===== src/rtl/mem_pkg.sv =====
// Shared types for the memory port arbiter: access size codes, arbiter states, owner tag.
// No logic state; mode_legal() is purely combinational.
// Not applicable (no handshake in a package).
package mem_pkg;

  typedef enum logic [2:0] {
    MEM_B  = 3'b000,
    MEM_H  = 3'b001,
    MEM_W  = 3'b010,
    MEM_BU = 3'b100,
    MEM_HU = 3'b101
  } mem_mode_t;

  typedef enum logic [1:0] {
    IDLE    = 2'd0,
    IF_BUSY = 2'd1,
    D_BUSY  = 2'd2,
    ERR_ACK = 2'd3
  } arb_state_t;

  typedef enum logic {
    OWN_IF = 1'b0,
    OWN_D  = 1'b1
  } owner_t;

  // Unsigned sizes only make sense for loads; undefined funct3 codes are never legal.
  function automatic logic mode_legal(input logic [2:0] mode, input logic wen);
    case (mode)
      MEM_B, MEM_H, MEM_W: mode_legal = 1'b1;
      MEM_BU, MEM_HU:      mode_legal = !wen;
      default:             mode_legal = 1'b0;
    endcase
  endfunction

endpackage


===== src/rtl/mem_port_arb_if.sv =====
// Requester (IF, D) and memory-side signals of the shared RV32I memory port.
// Wires only; timing is defined by the arbiter.
// Requesters hold req until ack; memory holds nothing, arbiter holds m_* until m_ack.
interface mem_port_arb_if #(
  parameter int AW = 32
);
  logic          if_req;
  logic [AW-1:0] if_addr;
  logic          if_ack;
  logic          if_err;
  logic [31:0]   if_rdata;

  logic          d_req;
  logic          d_wen;
  logic [2:0]    d_mode;
  logic [AW-1:0] d_addr;
  logic [31:0]   d_wdata;
  logic          d_ack;
  logic          d_err;
  logic [31:0]   d_rdata;

  logic          m_req;
  logic          m_wen;
  logic [2:0]    m_mode;
  logic [AW-1:0] m_addr;
  logic [31:0]   m_wdata;
  logic          m_ack;
  logic [31:0]   m_rdata;

  logic          proto_err;

  // Arbiter view.
  modport slave (
    input  if_req, if_addr, d_req, d_wen, d_mode, d_addr, d_wdata, m_ack, m_rdata,
    output if_ack, if_err, if_rdata, d_ack, d_err, d_rdata,
    output m_req, m_wen, m_mode, m_addr, m_wdata, proto_err
  );

  // Requester/memory (environment) view.
  modport master (
    output if_req, if_addr, d_req, d_wen, d_mode, d_addr, d_wdata, m_ack, m_rdata,
    input  if_ack, if_err, if_rdata, d_ack, d_err, d_rdata,
    input  m_req, m_wen, m_mode, m_addr, m_wdata, proto_err
  );
endinterface


===== src/rtl/mem_align_chk.sv =====
// Flags an access whose size code is illegal or whose address is not naturally aligned.
// Purely combinational, zero latency.
// No handshake.
module mem_align_chk
  import mem_pkg::*;
(
  input  logic [1:0] addr_i,
  input  logic [2:0] mode_i,
  input  logic       wen_i,
  output logic       misaligned_o
);

  // Illegal mode first, then natural-alignment rules for halfword and word sizes.
  always_comb begin
    misaligned_o = !mode_legal(mode_i, wen_i);
    case (mode_i)
      MEM_H, MEM_HU: if (addr_i[0])        misaligned_o = 1'b1;
      MEM_W:         if (addr_i != 2'b00)  misaligned_o = 1'b1;
      default: ;
    endcase
  end

endmodule


===== src/rtl/mem_port_arb.sv =====
// Shares one memory port between instruction fetch and data access, one transaction at a time.
// 1 arbitration cycle + 1 m_req cycle minimum; each memory wait cycle adds one; misaligned answered in 2.
// Requesters stall (hold req) until their ack; m_* held stable until m_ack.
module mem_port_arb
  import mem_pkg::*;
#(
  parameter int MAX_D_BURST = 4,
  parameter int AW          = 32
) (
  input  logic          clk,
  input  logic          rst,
  mem_port_arb_if.slave bus
);

  localparam int            BW        = $clog2(MAX_D_BURST + 1);
  localparam logic [BW-1:0] BURST_MAX = BW'(MAX_D_BURST);

  arb_state_t    state_q, state_d;
  owner_t        owner_q, owner_d;
  logic [BW-1:0] burst_q, burst_d;
  logic          m_req_q, m_req_d;
  logic          m_wen_q, m_wen_d;
  logic [2:0]    m_mode_q, m_mode_d;
  logic [AW-1:0] m_addr_q, m_addr_d;
  logic [31:0]   m_wdata_q, m_wdata_d;
  logic          proto_err_q, proto_err_d;
  logic          if_mis, d_mis;
  logic          d_win, if_win;

  // Fetches are always word reads.
  mem_align_chk u_if_chk (
    .addr_i       (bus.if_addr[1:0]),
    .mode_i       (MEM_W),
    .wen_i        (1'b0),
    .misaligned_o (if_mis)
  );

  mem_align_chk u_d_chk (
    .addr_i       (bus.d_addr[1:0]),
    .mode_i       (bus.d_mode),
    .wen_i        (bus.d_wen),
    .misaligned_o (d_mis)
  );

  assign bus.m_req     = m_req_q;
  assign bus.m_wen     = m_wen_q;
  assign bus.m_mode    = m_mode_q;
  assign bus.m_addr    = m_addr_q;
  assign bus.m_wdata   = m_wdata_q;
  assign bus.proto_err = proto_err_q;

  // Arbitration, memory command loading and owner responses.
  always_comb begin
    state_d     = state_q;
    owner_d     = owner_q;
    burst_d     = burst_q;
    m_req_d     = m_req_q;
    m_wen_d     = m_wen_q;
    m_mode_d    = m_mode_q;
    m_addr_d    = m_addr_q;
    m_wdata_d   = m_wdata_q;
    // An ack from memory with nothing outstanding is a protocol violation; remember it.
    proto_err_d = proto_err_q | (bus.m_ack && (state_q != IF_BUSY) && (state_q != D_BUSY));
    d_win       = 1'b0;
    if_win      = 1'b0;
    bus.if_ack   = 1'b0;
    bus.if_err   = 1'b0;
    bus.if_rdata = '0;
    bus.d_ack    = 1'b0;
    bus.d_err    = 1'b0;
    bus.d_rdata  = '0;

    case (state_q)
      IDLE: begin
        // Data wins unless fetch has been starved for MAX_D_BURST data grants.
        d_win  = bus.d_req && !(bus.if_req && (burst_q == BURST_MAX));
        if_win = bus.if_req && !d_win;
        if (!bus.if_req) burst_d = '0;
        if (d_win) begin
          owner_d = OWN_D;
          if (bus.if_req && (burst_q != BURST_MAX)) burst_d = burst_q + 1'b1;
          if (d_mis) begin
            state_d = ERR_ACK;
          end else begin
            state_d   = D_BUSY;
            m_req_d   = 1'b1;
            m_wen_d   = bus.d_wen;
            m_mode_d  = bus.d_mode;
            m_addr_d  = bus.d_addr;
            m_wdata_d = bus.d_wdata;
          end
        end else if (if_win) begin
          owner_d = OWN_IF;
          burst_d = '0;
          if (if_mis) begin
            state_d = ERR_ACK;
          end else begin
            state_d   = IF_BUSY;
            m_req_d   = 1'b1;
            m_wen_d   = 1'b0;
            m_mode_d  = MEM_W;
            m_addr_d  = bus.if_addr;
            m_wdata_d = '0;
          end
        end
      end
      IF_BUSY: begin
        if (bus.m_ack) begin
          bus.if_ack   = 1'b1;
          bus.if_rdata = bus.m_rdata;
          m_req_d      = 1'b0;
          state_d      = IDLE;
        end
      end
      D_BUSY: begin
        if (bus.m_ack) begin
          bus.d_ack   = 1'b1;
          bus.d_rdata = bus.m_rdata;
          m_req_d     = 1'b0;
          state_d     = IDLE;
        end
      end
      ERR_ACK: begin
        if (owner_q == OWN_D) begin
          bus.d_ack = 1'b1;
          bus.d_err = 1'b1;
        end else begin
          bus.if_ack = 1'b1;
          bus.if_err = 1'b1;
        end
        state_d = IDLE;
      end
      default: state_d = IDLE;
    endcase
  end

  // State and registered memory command; reset abandons any transaction in flight.
  always_ff @(posedge clk) begin
    if (rst) begin
      state_q     <= IDLE;
      owner_q     <= OWN_IF;
      burst_q     <= '0;
      m_req_q     <= 1'b0;
      m_wen_q     <= 1'b0;
      m_mode_q    <= 3'b000;
      m_addr_q    <= '0;
      m_wdata_q   <= '0;
      proto_err_q <= 1'b0;
    end else begin
      state_q     <= state_d;
      owner_q     <= owner_d;
      burst_q     <= burst_d;
      m_req_q     <= m_req_d;
      m_wen_q     <= m_wen_d;
      m_mode_q    <= m_mode_d;
      m_addr_q    <= m_addr_d;
      m_wdata_q   <= m_wdata_d;
      proto_err_q <= proto_err_d;
    end
  end

endmodule


===== src/flat_wrapper.sv =====
// flat-port wrapper written by rule: the top's interface ports become plain ports
module mem_port_arb_flat import mem_pkg::*;
#(
  parameter int MAX_D_BURST = 4,
  parameter int AW          = 32
)
  (clk, rst, bus_if_req, bus_if_addr, bus_d_req, bus_d_wen, bus_d_mode, bus_d_addr, bus_d_wdata, bus_m_ack, bus_m_rdata, bus_if_ack, bus_if_err, bus_if_rdata, bus_d_ack, bus_d_err, bus_d_rdata, bus_m_req, bus_m_wen, bus_m_mode, bus_m_addr, bus_m_wdata, bus_proto_err);
  mem_port_arb_if #(.AW(AW)) bus_i ();
  input  logic clk;
  input  logic rst;
  input wire logic [$bits(bus_i.if_req)-1:0] bus_if_req;
  input wire logic [$bits(bus_i.if_addr)-1:0] bus_if_addr;
  input wire logic [$bits(bus_i.d_req)-1:0] bus_d_req;
  input wire logic [$bits(bus_i.d_wen)-1:0] bus_d_wen;
  input wire logic [$bits(bus_i.d_mode)-1:0] bus_d_mode;
  input wire logic [$bits(bus_i.d_addr)-1:0] bus_d_addr;
  input wire logic [$bits(bus_i.d_wdata)-1:0] bus_d_wdata;
  input wire logic [$bits(bus_i.m_ack)-1:0] bus_m_ack;
  input wire logic [$bits(bus_i.m_rdata)-1:0] bus_m_rdata;
  output wire logic [$bits(bus_i.if_ack)-1:0] bus_if_ack;
  output wire logic [$bits(bus_i.if_err)-1:0] bus_if_err;
  output wire logic [$bits(bus_i.if_rdata)-1:0] bus_if_rdata;
  output wire logic [$bits(bus_i.d_ack)-1:0] bus_d_ack;
  output wire logic [$bits(bus_i.d_err)-1:0] bus_d_err;
  output wire logic [$bits(bus_i.d_rdata)-1:0] bus_d_rdata;
  output wire logic [$bits(bus_i.m_req)-1:0] bus_m_req;
  output wire logic [$bits(bus_i.m_wen)-1:0] bus_m_wen;
  output wire logic [$bits(bus_i.m_mode)-1:0] bus_m_mode;
  output wire logic [$bits(bus_i.m_addr)-1:0] bus_m_addr;
  output wire logic [$bits(bus_i.m_wdata)-1:0] bus_m_wdata;
  output wire logic [$bits(bus_i.proto_err)-1:0] bus_proto_err;
  assign bus_i.if_req = bus_if_req;
  assign bus_i.if_addr = bus_if_addr;
  assign bus_i.d_req = bus_d_req;
  assign bus_i.d_wen = bus_d_wen;
  assign bus_i.d_mode = bus_d_mode;
  assign bus_i.d_addr = bus_d_addr;
  assign bus_i.d_wdata = bus_d_wdata;
  assign bus_i.m_ack = bus_m_ack;
  assign bus_i.m_rdata = bus_m_rdata;
  assign bus_if_ack = bus_i.if_ack;
  assign bus_if_err = bus_i.if_err;
  assign bus_if_rdata = bus_i.if_rdata;
  assign bus_d_ack = bus_i.d_ack;
  assign bus_d_err = bus_i.d_err;
  assign bus_d_rdata = bus_i.d_rdata;
  assign bus_m_req = bus_i.m_req;
  assign bus_m_wen = bus_i.m_wen;
  assign bus_m_mode = bus_i.m_mode;
  assign bus_m_addr = bus_i.m_addr;
  assign bus_m_wdata = bus_i.m_wdata;
  assign bus_proto_err = bus_i.proto_err;
  mem_port_arb #(.MAX_D_BURST(MAX_D_BURST), .AW(AW)) u_core (.clk(clk), .rst(rst), .bus(bus_i));
endmodule

===== config.mk =====
export PLATFORM = sky130hd
export DESIGN_NAME = mem_port_arb_flat
export DESIGN_NICKNAME = d
export VERILOG_FILES = /design/src/rtl/mem_pkg.sv /design/src/rtl/mem_port_arb_if.sv /design/src/rtl/mem_align_chk.sv /design/src/rtl/mem_port_arb.sv /design/src/flat_wrapper.sv
export SDC_FILE = /design/constraint.sdc
export NUM_CORES = 1
export LEC_CHECK = 0
export ABC_CLOCK_PERIOD_IN_PS = 2100
export BUFFER_PORTS_ARGS = -buffer_cell sky130_fd_sc_hd__buf_4
export CAP_MARGIN = 5
export CORE_MARGIN = 5
export CORE_UTILIZATION = 35
export CTS_BUF_LIST = sky130_fd_sc_hd__clkbuf_8
export DETAILED_ROUTE_END_ITERATION = 10
export MAX_ROUTING_LAYER = met4
export PLACE_DENSITY = 0.67
export RECOVER_POWER = 50
export SLEW_MARGIN = 20
export SYNTH_ARGS = -nofsm -noshare
export SYNTH_HDL_FRONTEND = slang
export SYNTH_HIERARCHICAL = 1
export SYNTH_SLANG_ARGS = --single-unit

===== constraint.sdc =====
create_clock -name clk -period 2.1 [get_ports clk]
set_clock_uncertainty 0.15 [all_clocks]
set_input_delay 0.105 -clock clk [delete_from_list [all_inputs] [get_ports clk]]
set_output_delay 0.105 -clock clk [all_outputs]
set_load 0.1 [all_outputs]

-- Yosys cells after proc, flatten, opt, wreduce, memory -nomap -nowiden
Cells that the tools add are included.
- register bits: 76
- latch bits: 0
- memory bits (writable): 0
- ROM bits: 0
- input bits: 137
- output and inout bits: 138
- memories kept: 0
- add/subtract/negate cells: 1
- multiply operators: 0
- div/mod/pow operators: 0
- magnitude comparators: 0
- eq/ne operators: 17
- shift-type cells: 0
- muxes and demuxes: 49
- bitwise logic cells: 1
- reduce and logical (&&, ||, !) cells: 24
- operator list (kind ; number):
    2-to-1 mux 32 bit ; 11
    2-to-1 mux 3 bit ; 8
    2-to-1 mux 1 bit ; 20
    case mux 1 bit (2 select lines) ; 5
    equality test 3 bit (second input constant) ; 3
    inequality test 3 bit (second input constant) ; 3
    2-to-1 mux 2 bit ; 4
    nonzero test 2 bit ; 4
    logical AND 1 bit ; 6
    inequality test 2 bit (second input constant) ; 3
    case mux 2 bit (3 select lines) ; 1
    OR reduction 2 bit ; 3
    AND reduction 5 bit ; 1
    equality test 2 bit (second input constant) ; 2
    zero test 1 bit ; 4
    inequality test 2 x 1 -> 1 bit (second input constant) ; 2
    AND reduction 2 bit ; 2
    AND reduction 4 bit ; 1
    adder 3 x 1 -> 3 bit (second input constant) ; 1
    equality test 3 x 1 -> 1 bit (second input constant) ; 1
    equality test 3 x 2 -> 1 bit (second input constant) ; 1
    zero test 3 bit ; 1
    inequality test 3 x 1 -> 1 bit (second input constant) ; 1
    OR reduction 3 bit ; 1
    3 further kinds ; 3

-- Depth between registers and ports, before layout
- depth in word-level cells: 9
- depth in mapped cells: 9
- depth with buffers taken out: 6

-- Cells and area by module
The synthesis kept the hierarchy.
- by module, submodules not included (module ; times used ; cells each ; area each (um^2) ; seq. area each (um^2)):
    mem_port_arb ; 1 ; 451 ; 4121.5 ; 1521.5
    mem_align_chk ; 2 ; 3 ; 18.8 ; 0.0

-- Worst setup path before layout
Ideal clock, no wire load.
- path kind: register to output
- start point: reg u_core.state_q[0]
- end point: out bus_if_ack
- data arrival time: 2.620 ns
- data required time: 1.845 ns
- path slack: -0.775 ns
- cell stages (with the launch flop): 4
- cell sequence: dfxtp_1 > ha_1 > nor2b_1 > a21o_1
- word-level cells in the longest chain between the ends: 2
- elaborated cells on any way between the ends: 3
- those cells by class: eq/ne (2); mux (1)
- RTL lines (item ; line ; source):
    start, declared ; mem_port_arb.sv:18 ; arb_state_t state_q, state_d;
    start signal, assigned ; mem_port_arb.sv:150 ; state_q <= state_d;
    equality test 2 bit or equality test 2 x 1 -> 1 bit (tied branches) ; mem_port_arb.sv:73 ; case (state_q)
    case mux 1 bit (2 select lines) * ; mem_port_arb.sv:73 ;
    end, declared ; flat_wrapper.sv:20 ; output wire logic [$bits(bus_i.if_ack)-1:0] bus_if_ack;
Every way passes the cells marked *; elsewhere a longest branch is shown, timed or not.

-- Final worst setup path
- start point: reg u_core.state_q[0]
- end point: out bus_d_rdata[11]
- word-level cells in the longest chain between the ends: 2
- RTL lines (item ; line ; source):
    equality test 2 bit ; mem_port_arb.sv:73 ;
    2-to-1 mux 32 bit ; mem_port_arb.sv:73 ;
    end, declared ; flat_wrapper.sv:25 ; output wire logic [$bits(bus_i.d_rdata)-1:0] bus_d_rdata;
Every way passes these cells.

==> flow_metrics.tcl <==
set metrics [dict create \
    status "finished clean" \
    synth-seq-cells 76 \
    finalNonFillerCells 933 \
    synthTopCellsByCount "97 x and3_1, 76 x dfxtp_1, 44 x nor2_1, 36 x a22oi_1" \
    placed_area_um2 6350 \
    synth_area_um2 4160 \
    initial_core_util_pct 36.1 \
    r2r-start "u_core/state_q[0]" \
    first_global_vias 4852 \
    crit_required_ns 1.85 \
    critical_path_class "register to output pin" \
    syn_inst 457 \
    antenna_found_initial 0 \
    grt_usage_pct 21.8 \
    dp_hpwl_mm 11.1 \
    htreeDepth 3 \
    rsz0062_at_grt "yes" \
    drt_first_iter_violations 256 \
    yosysMostFrequentCell "and3_1" \
    cts-root-buf "clkbuf_8" \
    synth_flop_cell "dfxtp_1" \
    cp.arrival_ns 1.75 \
    clock.fmax_ghz 0.498 \
    layout-drive-gt1-share_pct 49.0 \
    postLayoutCoreUtil_pct 62.5 \
    clk_path_buf_depth 2 \
    synth_cell_types 37 \
    postSynthAreaPerCell_um2 9.10 \
    critPathLaunch "u_core/state_q[0]" \
    place_inst 847 \
    grt-ovfl-total 0 \
    worstSetupEndpoint "bus_d_rdata[11]" \
    ios 275 \
    synth_warnings 6 \
    r2r_setup_slack_ns 0.10 \
    synth_area_leaders "dfxtp_1 37%, and3_1 15%, a211oi_2 9.6%" \
    report.final.slew_viol_count 0 \
    setup_violations 0 \
    fillers 974 \
    synth_largest_area_cell "dfxtp_1" \
    critPathMaxFanout 26 \
    p_total_mw 5.70 \
    place.gp.congestion 0.865 \
    die_area_um2 14200 \
    grt_max_degree 68 \
    synth_edf_count 0 \
    die_w_um 119 \
    synth-seq-area-share_pct 36.6 \
    ant_nets 0 \
    min_period_ns 2.01 \
    n_antenna_cell 0 \
    reg2regPathDepth 7 \
    yosysTopAreaCellShare_pct 36.6 \
    drc 0 \
    min_path_type "input port to register" \
    timing.rr.end "u_core/bus.m_addr[25]" \
    via_per_inst 5.03 \
    fin_nets 928 \
    clk-insertion-delay-late_ns 0.35 \
    clk_pin_slew_worst_paths_ns 0.09 \
    synth-async-reset-ratio_pct 0 \
    timing.slew.headroom_pct 61.9 \
    cts_tree "yes" \
    power.density_nw_per_um2 792 \
    postCtsSetupBuffers 0 \
    cp-end-kind "output pin" \
    worst_slack_ns 0.0933 \
    worst_pin_slew_ns 0.573 \
    grt_pass1_wl_mm 24.9 \
    vdd_ir_drop_max_mv 0.472 \
    area_growth_pct 73.0 \
    wirelength_mm 16.1 \
    period_share_pct 95.6 \
    leakage_nw 3.60 \
    max_cap_viol_count 0 \
    row_count 39 \
    firstDrtPassIters 4 \
    clkSinkCount 76 \
    cts_buffers 9 \
    hold_viol_final 0 \
    core_area_um2 11500 \
    io_buffers 274 \
    post_drt_wl_per_cell_um 17.2 \
    finalInstanceArea_um2 7200 \
    start_kind "register" \
    dp_slack_ns 0.0400 \
    die_h_um 119 \
    vias 4691 \
]
==> kinds of logic (layout without fill, tap and decap cells) <==
family	count (synthesis)	count (layout)	synth area share [%]
other	2	6	0.181
AO/OA/AOI/OAI	87	87	19.4
multiplexers	2	2	0.511
buffers and inverters	57	386	7.10
flip-flops	76	76	36.6
AND/OR/NAND/NOR	227	227	34.4
adder cells (fa/ha/maj)	6	6	1.81
==> metal layers <==
metal	vias to the layer above	wire length (um)	share of wire, %	global-route usage, %
li1	2283	-	-	-
met3	31	829	5.2	5.55
met4	0	380	2.4	7.75
met5	-	0	0	-
met2	163	8460	53	37.9
met1	2214	6390	40	24.2
==> cells in the final DEF (no fill, tap or decap), drive strengths merged, types with 2 or more instances in the layout <==
cell	n
buf	220
and3	98
clkbuf	80
dfxtp	76
dlygate4sd3	69
nor2	44
a22oi	36
nor3	35
nor2b	33
a211oi	33
inv	13
nand2	11
conb	6
ha	6
a21oi	5
o21ai	3
clkinv	3
a221oi	3
a21o	2
nor4	2
==> worst min path at each step <==
stage                          startpoint                      to  slack (ns)  cells after the start
after floorplan             bus_d_mode[1]    u_core/bus.m_mode[1]        0.10                      2
after global placement    bus_d_wdata[20]  u_core/bus.m_wdata[20]        0.20                      3
after detailed placement  bus_d_wdata[18]  u_core/bus.m_wdata[18]        0.21                      3
after CTS                  bus_d_addr[29]   u_core/bus.m_addr[29]        0.02                      4
after global routing                  rst    u_core/bus.m_mode[2]        0.04                      2
final                                 rst          u_core/owner_q        0.05                      2
==> worst max-delay path: stages (launching register included) <==
cell and delay, ns:
dfxtp_1 0.35, inv_1 0.10, ha_2 0.29, buf_12 0.17, and3_1 0.23, buf_6 0.25
==> cell type report <==
type / count / area (um2) / share of cell area, %
clock inverters: 7 / 58.8 / 0.817
inverters: 10 / 37.5 / 0.522
well taps: 143 / 179 / 2.49
multi-input cells: 328 / 2450 / 34.1
flip-flops and latches: 76 / 1520 / 21.1
repair buffers: 360 / 2820 / 39.2
clock buffers: 9 / 124 / 1.72
==> stage by stage <==
stage	hold WS, ns	TNS, ns
6_report	0.0480	0
3_3_place_gp	0.202	0
4_1_cts	0.0167	0
2_1_floorplan	0.102	0
3_5_place_dp	0.213	0
5_1_grt	0.0401	-0.0452
==> repair_timing <==
item	4_1_cts	5_1_grt
setup endpoints to repair	7	84
hold buffers	69	0
pin swaps	0	1
gates cloned	0	1
hold endpoints to repair	69	0
gates resized for setup	1	24
==> registers in the layout, summed over array words and instances, names as in the netlist <==
| name | count |
|---|---|
| u_core/bus.m_req | 1 |
| u_core/bus.m_wdata | 32 |
| u_core/owner_q | 1 |
| u_core/burst_q | 3 |
| u_core/bus.proto_err | 1 |
| u_core/state_q | 2 |
| u_core/bus.m_mode | 3 |
| u_core/bus.m_wen | 1 |
| u_core/bus.m_addr | 32 |
==> power by group <==
part           total, mW  internal, mW  switching, mW
registers           1.66          1.58         0.0812
clock network       1.06         0.448          0.616
logic               2.98         0.803           2.17
total               5.70          2.83           2.87
Power figures use the tool's default switching activity.
